[src/rtl/led_pattern_pkg.sv]
// Shared encodings for the LED pattern engine: mode and direction values,
// PWM counter width and a one-hot helper.
package led_pattern_pkg;

  typedef enum logic [1:0] {
    MODE_COUNT  = 2'd0,
    MODE_SHIFT  = 2'd1,
    MODE_BOUNCE = 2'd2,
    MODE_HOLD   = 2'd3
  } led_mode_e;

  typedef enum logic {
    LEFT  = 1'b0,
    RIGHT = 1'b1
  } led_dir_e;

  localparam int PWM_W = 8;

  // True when exactly one bit of v is set.
  function automatic logic is_onehot(input logic [31:0] v);
    return (v != 32'd0) && ((v & (v - 32'd1)) == 32'd0);
  endfunction

endpackage

[src/rtl/led_pattern_gen_if.sv]
// Control/status bundle of the LED pattern engine. No valid/ready handshake:
// every input is a level sampled on each rising clk edge, and every output is
// a registered level (step_pulse is a one-cycle strobe).
interface led_pattern_gen_if #(
  parameter int LED_W      = 4,
  parameter int PRESCALE_W = 24
);
  logic                  en;
  logic [1:0]            mode;
  logic [PRESCALE_W-1:0] div_max;
  logic [7:0]            duty;
  logic [LED_W-1:0]      led_out;
  logic                  step_pulse;
  logic                  dbg_dir;

  modport master (
    output en, mode, div_max, duty,
    input  led_out, step_pulse, dbg_dir
  );

  modport slave (
    input  en, mode, div_max, duty,
    output led_out, step_pulse, dbg_dir
  );
endinterface

[src/rtl/led_prescaler.sv]
// Step-rate divider: tick is a combinational strobe, high on enabled cycles
// once the counter has reached div_max.
module led_prescaler #(
  parameter int PRESCALE_W = 24
) (
  input  logic                  clk,
  input  logic                  rst,
  input  logic                  en,
  input  logic [PRESCALE_W-1:0] div_max,
  output logic                  tick
);

  logic [PRESCALE_W-1:0] pre_cnt_q, pre_cnt_d;

  // >= rather than == so lowering div_max below the count fires at once.
  always_comb begin
    tick      = en && (pre_cnt_q >= div_max);
    pre_cnt_d = pre_cnt_q;
    if (tick) begin
      pre_cnt_d = '0;
    end else if (en) begin
      pre_cnt_d = pre_cnt_q + {{(PRESCALE_W-1){1'b0}}, 1'b1};
    end
  end

  always_ff @(posedge clk) begin
    if (rst) begin
      pre_cnt_q <= '0;
    end else begin
      pre_cnt_q <= pre_cnt_d;
    end
  end

endmodule

[src/rtl/led_pattern_gen.sv]
// LED pattern engine: prescaled count/rotate/bounce/hold patterns on LED_W LEDs.
// Optional brightness PWM on the LED drive when LED_PWM_EN is defined.
module led_pattern_gen
  import led_pattern_pkg::*;
#(
  parameter int LED_W      = 4,
  parameter int PRESCALE_W = 24
) (
  input logic               clk,
  input logic               rst,
  led_pattern_gen_if.slave  bus
);

  logic             tick;
  logic [LED_W-1:0] pat_q, pat_d;
  led_dir_e         dir_q, dir_d;
  logic [LED_W-1:0] led_q, led_d;
  logic             step_q;

  led_prescaler #(.PRESCALE_W(PRESCALE_W)) u_prescaler (
    .clk     (clk),
    .rst     (rst),
    .en      (bus.en),
    .div_max (bus.div_max),
    .tick    (tick)
  );

  always_comb begin
    pat_d = pat_q;
    dir_d = dir_q;
    if (tick) begin
      case (bus.mode)
        MODE_COUNT: pat_d = pat_q + LED_W'(1);
        MODE_SHIFT: pat_d = (pat_q == '0) ? LED_W'(1)
                                          : {pat_q[LED_W-2:0], pat_q[LED_W-1]};
        MODE_BOUNCE: begin
          // Any non-one-hot pattern (including 0) restarts the sweep.
          if (!is_onehot(32'(pat_q))) begin
            pat_d = LED_W'(1);
            dir_d = LEFT;
          end else if (dir_q == LEFT) begin
            if (pat_q[LED_W-1]) begin
              dir_d = RIGHT;
              pat_d = pat_q >> 1;
            end else begin
              pat_d = pat_q << 1;
            end
          end else begin
            if (pat_q[0]) begin
              dir_d = LEFT;
              pat_d = pat_q << 1;
            end else begin
              pat_d = pat_q >> 1;
            end
          end
        end
        default: ;
      endcase
    end
  end

`ifdef LED_PWM_EN
  logic [PWM_W-1:0] pwm_cnt_q, pwm_cnt_d;
  logic             pwm_on;

  always_comb begin
    pwm_cnt_d = pwm_cnt_q + PWM_W'(1);
    pwm_on    = (pwm_cnt_q < bus.duty);
    led_d     = pat_d & {LED_W{pwm_on}};
  end

  always_ff @(posedge clk) begin
    if (rst) begin
      pwm_cnt_q <= '0;
    end else begin
      pwm_cnt_q <= pwm_cnt_d;
    end
  end
`else
  logic unused_duty;
  assign unused_duty = ^bus.duty;

  always_comb begin
    led_d = pat_d;
  end
`endif

  always_ff @(posedge clk) begin
    if (rst) begin
      pat_q  <= '0;
      dir_q  <= LEFT;
      led_q  <= '0;
      step_q <= 1'b0;
    end else begin
      pat_q  <= pat_d;
      dir_q  <= dir_d;
      led_q  <= led_d;
      step_q <= tick;
    end
  end

  assign bus.led_out    = led_q;
  assign bus.step_pulse = step_q;
  assign bus.dbg_dir    = dir_q;

endmodule

[src/flat_wrapper.sv]
// flat-port wrapper written by rule: the top's interface ports become plain ports
module led_pattern_gen_flat import led_pattern_pkg::*;
#(
  parameter int LED_W      = 4,
  parameter int PRESCALE_W = 24
)
  (clk, rst, bus_en, bus_mode, bus_div_max, bus_duty, bus_led_out, bus_step_pulse, bus_dbg_dir);
  led_pattern_gen_if #(.LED_W(LED_W), .PRESCALE_W(PRESCALE_W)) bus_i ();
  input logic clk;
  input logic rst;
  input wire logic [$bits(bus_i.en)-1:0] bus_en;
  input wire logic [$bits(bus_i.mode)-1:0] bus_mode;
  input wire logic [$bits(bus_i.div_max)-1:0] bus_div_max;
  input wire logic [$bits(bus_i.duty)-1:0] bus_duty;
  output wire logic [$bits(bus_i.led_out)-1:0] bus_led_out;
  output wire logic [$bits(bus_i.step_pulse)-1:0] bus_step_pulse;
  output wire logic [$bits(bus_i.dbg_dir)-1:0] bus_dbg_dir;
  assign bus_i.en = bus_en;
  assign bus_i.mode = bus_mode;
  assign bus_i.div_max = bus_div_max;
  assign bus_i.duty = bus_duty;
  assign bus_led_out = bus_i.led_out;
  assign bus_step_pulse = bus_i.step_pulse;
  assign bus_dbg_dir = bus_i.dbg_dir;
  led_pattern_gen #(.LED_W(LED_W), .PRESCALE_W(PRESCALE_W)) u_core (.clk(clk), .rst(rst), .bus(bus_i));
endmodule
[config.mk]
export PLATFORM = sky130hd
export DESIGN_NAME = led_pattern_gen_flat
export DESIGN_NICKNAME = d
export VERILOG_FILES = /design/src/rtl/led_pattern_pkg.sv /design/src/rtl/led_pattern_gen_if.sv /design/src/rtl/led_prescaler.sv /design/src/rtl/led_pattern_gen.sv /design/src/flat_wrapper.sv
export SDC_FILE = /design/constraint.sdc
export NUM_CORES = 1
export LEC_CHECK = 0
export CAP_MARGIN = 20
export CORE_UTILIZATION = 47
export CTS_CLUSTER_SIZE = 14
export DETAILED_ROUTE_END_ITERATION = 10
export PLACE_DENSITY = 0.77
export SLEW_MARGIN = 20
export SYNTH_ARGS = -nofsm -noshare
export SYNTH_HDL_FRONTEND = slang
export SYNTH_SLANG_ARGS = --single-unit
[constraint.sdc]
create_clock -name clk -period 2.3 [get_ports clk]
set_input_delay 0.23 -clock clk [delete_from_list [all_inputs] [get_ports clk]]
set_output_delay 0.23 -clock clk [all_outputs]
set_load 0.1 [all_outputs]
# Word level (Yosys, flattened, before mapping)
# Cells that the tools add are included.
# word_totals
ram_bits	0
latch_bits	0
output_inout_bits	6
n_memories	0
inputBits	37
regBits	30
word_cells	31
mem_bits_ro	0
# op_classes
div_mod_pow	0
order_cmp	1
addsub	3
bitwise	1
multipliers	0
n_shift	0
n_eq_ne	2
reduce_logical	10
n_mux	10
# op_table
op	n
4-bit by 32-bit AND with 32-bit output	1
32-bit logical NOT	1
24-bit by 1-bit adder with 24-bit output, second input constant	1
24-bit greater-or-equal comparator	1
4-bit 2-to-1 mux	5
4-bit one-hot mux with 3 select lines	1
4-bit by 1-bit subtractor with 5-bit output, second input constant	1
4-bit by 1-bit adder with 4-bit output, second input constant	1
4-bit logical NOT	1
1-bit 2-to-1 mux	4
2-bit AND reduction	2
4-bit nonzero test	1
3-bit nonzero test	1
2-bit by 1-bit equality test with 1-bit output, second input constant	1
2-bit equality test, second input constant	1
1-bit logical AND	2
2-bit logical NOT	1
2-bit OR reduction	1

# Logic depth before layout (Yosys ltp)
# Gate-level depths: netlist (run 1).
# logic_depth
ltp_word	6
depth_mapped	10
depth_no_buf	9

# By module
# A second synthesis (run 1) with hierarchy kept.
# unflattened
cells_unflattened	290
hier_area_um2	2290.9
# modules_own_cells
module	area_per_inst_um2	cells_per_inst	n_inst	seq_area_each_um2
led_prescaler	1716.6	219	1	480.5
led_pattern_gen	574.3	71	1	120.1

# Worst setup path before layout (run 1)
# Ideal clock, no wire load.
# synth_path
path_type	flip-flop to flip-flop
startpoint	reg u_core.pat_q[0]
endpoint	reg u_core.pat_q[1]
stages_incl_launch_ff	10
setup_time_ns	0.079
synth_period_minus_slack_ns	2.899
slack_ns	-0.599
path_buffers	0
t_required_ns	2.221
arrival_time_ns	2.820
cell_sequence	dfxtp_1 inv_1 ha_1 or3_1 a31oi_1 and3_2 a31oi_1 a221oi_2 a21oi_1 a211oi_2
# synth_via
elab_chain_len	6
elab_cells_between_ends	13
cone_classes	add/sub (2); mux (6); bitwise (1); reduce/logical (4)
# synth_lines
element	line	text
start: declaration	led_pattern_gen.sv:15	logic [LED_W-1:0] pat_q, pat_d;
start signal: assignment	led_pattern_gen.sv:95	pat_q <= pat_d;
4-bit by 1-bit subtractor with 5-bit output	led_pattern_pkg.sv:21	return (v != 32'd0) && ((v & (v - 32'd1)) == 32'd0);
4-bit by 32-bit AND with 32-bit output	led_pattern_pkg.sv:21	
32-bit logical NOT	led_pattern_pkg.sv:21	
1-bit logical AND	led_pattern_pkg.sv:21	
4-bit 2-to-1 mux	led_pattern_gen.sv:38	if (!is_onehot(32'(pat_q))) begin
4-bit one-hot mux with 3 select lines *	led_pattern_gen.sv:32	case (bus.mode)
# Every way passes the cells marked *; elsewhere a longest branch is shown, timed or not.
# A chain may end at the register's enable or synchronous reset.

# Worst setup path in the final report (run 1)
# layout_path
startpoint	in bus_div_max[1]
endpoint	reg u_core.u_prescaler.pre_cnt_q[16]
# layout_via
elab_chain_len	3
# layout_lines
element	line	text
start: declaration	flat_wrapper.sv:13	input wire logic [$bits(bus_i.div_max)-1:0] bus_div_max;
24-bit greater-or-equal comparator	led_prescaler.sv:17	tick = en && (pre_cnt_q >= div_max);
1-bit logical AND	led_prescaler.sv:17	
2-bit OR reduction (no line)	--	
end signal: assignment	led_prescaler.sv:30	pre_cnt_q <= pre_cnt_d;
end: declaration	led_prescaler.sv:13	logic [PRESCALE_W-1:0] pre_cnt_q, pre_cnt_d;
# No other way between the ends.

==> qor.txt, run 1 <==
Status = finished, final reports clean
Clk_lat worst skew = 280 ps
Reg2reg start = u_core.u_prescaler.pre_cnt_q[0]$_SDFFE_PP0P_
Routed WL = 5000 um
DIE HEIGHT = 70.3 um
Ys async rst share = 0%
Sequential cell area fraction in the yosys report = 27.4%
Post-synth EDFFs = 0
TritonCTS clock tree = yes
Initial antenna violation count = 0
Wire per inst = 13.1 um
Fraction of layout cells with a size suffix above 1 = 20.1%
Final setup vio count = 0
R2R depth = 11
DP Wirelength = 3700 um
Instance count on the critical path = 11
Ports = 43
Setup Skew = 9.04 ps
Critical Path, Cell by Cell = clkdlybuf4s50_1, inv_1, ha_1, a211oi_2, o2111ai_1, a211o_1, a31oi_1, buf_4, o21bai_4, buf_6, nor2_2
Clock tree buffer depth = 2
Reg-to-Reg End = u_core.u_prescaler.pre_cnt_q[16]$_SDFFE_PP0P_
CP Max Fanout = 7
Yosys cell types = 47
Internal power = 964 uW
Total global-route track usage = 21.5%
Antenna fix cells = 0
Worst setup EP type = flop
Fin nets = 396
Clk slew on worst S/H paths = 70 ps
Die extent in x = 70.3 um
Sequential power share = 42.1%
Worst-margin pin slew = 535 ps
Path category of the worst min-delay check = reg2reg
CORE AREA = 0.00441 mm^2
Peak Freq = 450 MHz
P_leak = 0.00127 uW
Critical path class = in2reg
First-pass GRT wire length = 8490 um
Slowest-stage cell, CP = clkdlybuf4s50_1
Initial DRC Count = 118
Sw Ratio = 22.4%
Max-Cap Viols = 0
Root Buffer = clkbuf_8
GPL Wtd Cong = 0.892
Critical Path RT = 2520 ps
Finished Core Util = 66.9%
Synthesis-to-layout area growth = 34.8%
Number of global-route vias before repair = 2007
Worst path max stage delay = 460 ps
H-tree depth = 2
Clock power frac = 44.9%
Logic gate share of total power = 13.1%
CP top delay family = compound AO/OA/AOI/OAI gates
Via count = 2066
Endpoints failing hold = 0
DRT Pass-1 Iters = 4
Synth Area per Inst = 7.91 um^2
R2R Setup Slk = 130 ps
IO Port Bufs = 34
Drt drc = 0
VDD IR-drop max = 0.000297 V
WP data arrival = 2440 ps
Crit start category = input pin
Final period utilization = 96.6%
Synth Flop Type = dfxtp_1
Die Outline Area = 0.00494 mm^2
Ys Warns = 0
Pin count of the biggest net entering global routing = 14
Net Count, Synth = 345
Initial Utilization = 49.6%
Sink Count = 30
Power density over the cells = 421 mW/mm^2
Mapped Area = 0.00219 mm^2
#FFs+latches synth = 30
CP endpoint = u_core.u_prescaler.pre_cnt_q[16]$_SDFFE_PP0P_
Final ANT Viol Nets = 0
Routed vias/inst = 5.42
Placed instance area = 0.00267 mm^2
Final slew viol count = 0
Grt total ovfl = 0
Cells after Synth = 277
Row cnt = 24
Design Area, Final = 0.00295 mm^2
CP startpoint = bus_div_max[1]
Switch Pwr = 278 uW
CTS Buf Count = 5
Tmin final = 2220 ps
CP bufs+invs = 4
Worst rel slew slack = 64.2%
cells in the final DEF, fill, tap and decap left out, types with 2 or more instances in the layout:
cell | synthesis | layout
inv_1 | 35 | 34
ha_1 | 31 | 28
clkdlybuf4s50_1 | 0 | 27
dfxtp_1 | 30 | 25
nand2_1 | 23 | 23
nor2_1 | 30 | 18
buf_4 | 0 | 17
a21oi_1 | 14 | 12
xnor2_1 | 12 | 12
nand3_1 | 12 | 11
nor2_2 | 0 | 11
xor2_1 | 9 | 9
and3_1 | 7 | 7
nor3_1 | 7 | 7
clkbuf_8 | 0 | 6
buf_6 | 0 | 6
nand4_1 | 5 | 5
o21ai_0 | 6 | 5
a31oi_1 | 5 | 5
nor2b_1 | 4 | 4
a211oi_2 | 1 | 3
nand2b_1 | 4 | 3
ha_4 | 0 | 3
dfxtp_2 | 0 | 3
a21o_1 | 2 | 2
nand3_2 | 1 | 2
a21oi_2 | 0 | 2
a211o_1 | 2 | 2
o31ai_1 | 2 | 2
o21a_1 | 2 | 2
dfxtp_4 | 0 | 2
timing repair:
item / in CTS / in global routing
cloned: 2 / 0
buffers inserted: 0 / 0
pin swaps: 1 / 14
hold buffers: 0 / 0
gates resized for setup: 4 / 36
setup endpoints to repair: 22 / 29
worst min-delay path by stage:
stage | start | end | slack [ps] | depth (start not counted)
floorplan | bus_en | u_core.u_prescaler.pre_cnt_q[0]$_SDFFE_PP0P_ | 380 | 2
global placement | u_core.u_prescaler.pre_cnt_q[1]$_SDFFE_PP0P_ | u_core.u_prescaler.pre_cnt_q[1]$_SDFFE_PP0P_ | 500 | 2
detailed placement | u_core.u_prescaler.pre_cnt_q[1]$_SDFFE_PP0P_ | u_core.u_prescaler.pre_cnt_q[1]$_SDFFE_PP0P_ | 510 | 2
CTS | u_core.u_prescaler.pre_cnt_q[1]$_SDFFE_PP0P_ | u_core.u_prescaler.pre_cnt_q[1]$_SDFFE_PP0P_ | 510 | 2
global route | u_core.u_prescaler.pre_cnt_q[1]$_SDFFE_PP0P_ | u_core.u_prescaler.pre_cnt_q[1]$_SDFFE_PP0P_ | 550 | 2
finish | u_core.u_prescaler.pre_cnt_q[1]$_SDFFE_PP0P_ | u_core.u_prescaler.pre_cnt_q[1]$_SDFFE_PP0P_ | 510 | 2
state kept, by name, summed over array words and instances (netlist names):
register	flops
u_core.u_prescaler.pre_cnt_q	24
u_core.pat_q	4
u_core.bus.dbg_dir	1
u_core.bus.step_pulse	1
stage by stage:
step                      power, uW  std cells  hold slack, ps  TNS [ps]  setup slack (ps)
after detailed placement        671        371             506     -7200              -278
final                          1240        381             513         0              79.0
after CTS                      1230        381             514         0              15.2
after global routing           1290        381             552     -9.42             -9.42
after global placement          667        371             500     -6010              -231
after floorplan                 598        277             378         0              33.6
cell usage after synthesis (all sizes together), types with 2 or more instances:
master  number  share of area [%]
nor2        30                5.1
nor3         7                1.6
nand2b       4                1.1
nand3       13                3.2
ha          31                 18
nor2b        4                1.1
o31ai        2               0.69
inv         35                6.0
nand2       23                3.9
nand4        5                1.4
a21oi       14                3.2
and3         8                2.3
xnor2       12                4.8
xor2         9                3.6
buf          3               0.69
a211o        2               0.80
dfxtp       30                 27
a211oi       4                1.6
clkbuf       4               0.69
o21ai        7                1.8
o21a         2               0.69
a311oi       2               0.80
a31oi        5                1.4
a21o         2               0.69
routing by layer:
| layer | global-route usage [%] | share of wire, % | vias up |
|---|---|---|---|
| li1 | - | - | 1054 |
| met1 | 25.5 | 44 | 945 |
| met2 | 37.4 | 49 | 55 |
| met3 | 3.90 | 4.3 | 12 |
| met4 | 10.0 | 2.8 | 0 |
| met5 | 0 | 0 | - |
final cells by class:
class | instances | area, um^2
multi-input cells | 205 | 1550
flip-flops and latches | 30 | 612
inverters | 35 | 131
repair buffers | 51 | 478
well taps | 52 | 65.1
clock buffers | 7 | 86.3
fillers | 382 | 1460
clock inverters | 1 | 30.0
power groups by stage:
stage / sequential [uW] / combinational, uW / clock (uW)
6_report: 523 / 162 / 557
5_1_grt: 523 / 181 / 588
4_1_cts: 522 / 143 / 565
3_5_place_dp: 534 / 137 / 0
3_3_place_gp: 534 / 133 / 0
2_1_floorplan: 534 / 64.0 / 0
worst reg2reg max path: cells and delay by family (launching register included):
family	cells	cell delay, ps
simple gates	2	250
buf+inv	3	440
flops	1	320
compound gates	5	910
fa+ha+maj	1	200
cells by family after synthesis:
| group | after synthesis | synth area share [%] |
|---|---|---|
| simple gates | 102 | 22.8 |
| compound gates | 50 | 15.8 |
| buf+inv | 42 | 7.37 |
| fa+ha+maj | 31 | 17.7 |
| flops | 30 | 27.4 |
| xor+xnor | 21 | 8.40 |
| mux | 1 | 0.514 |
(Power assumes the default switching activity.)
==> run 2: changes to the inputs <==
- CTS_CLUSTER_SIZE: 14 -> 8
==> results of run 2 <==
Same layout as run 1: the final DEF is identical, and so are final timing and power.
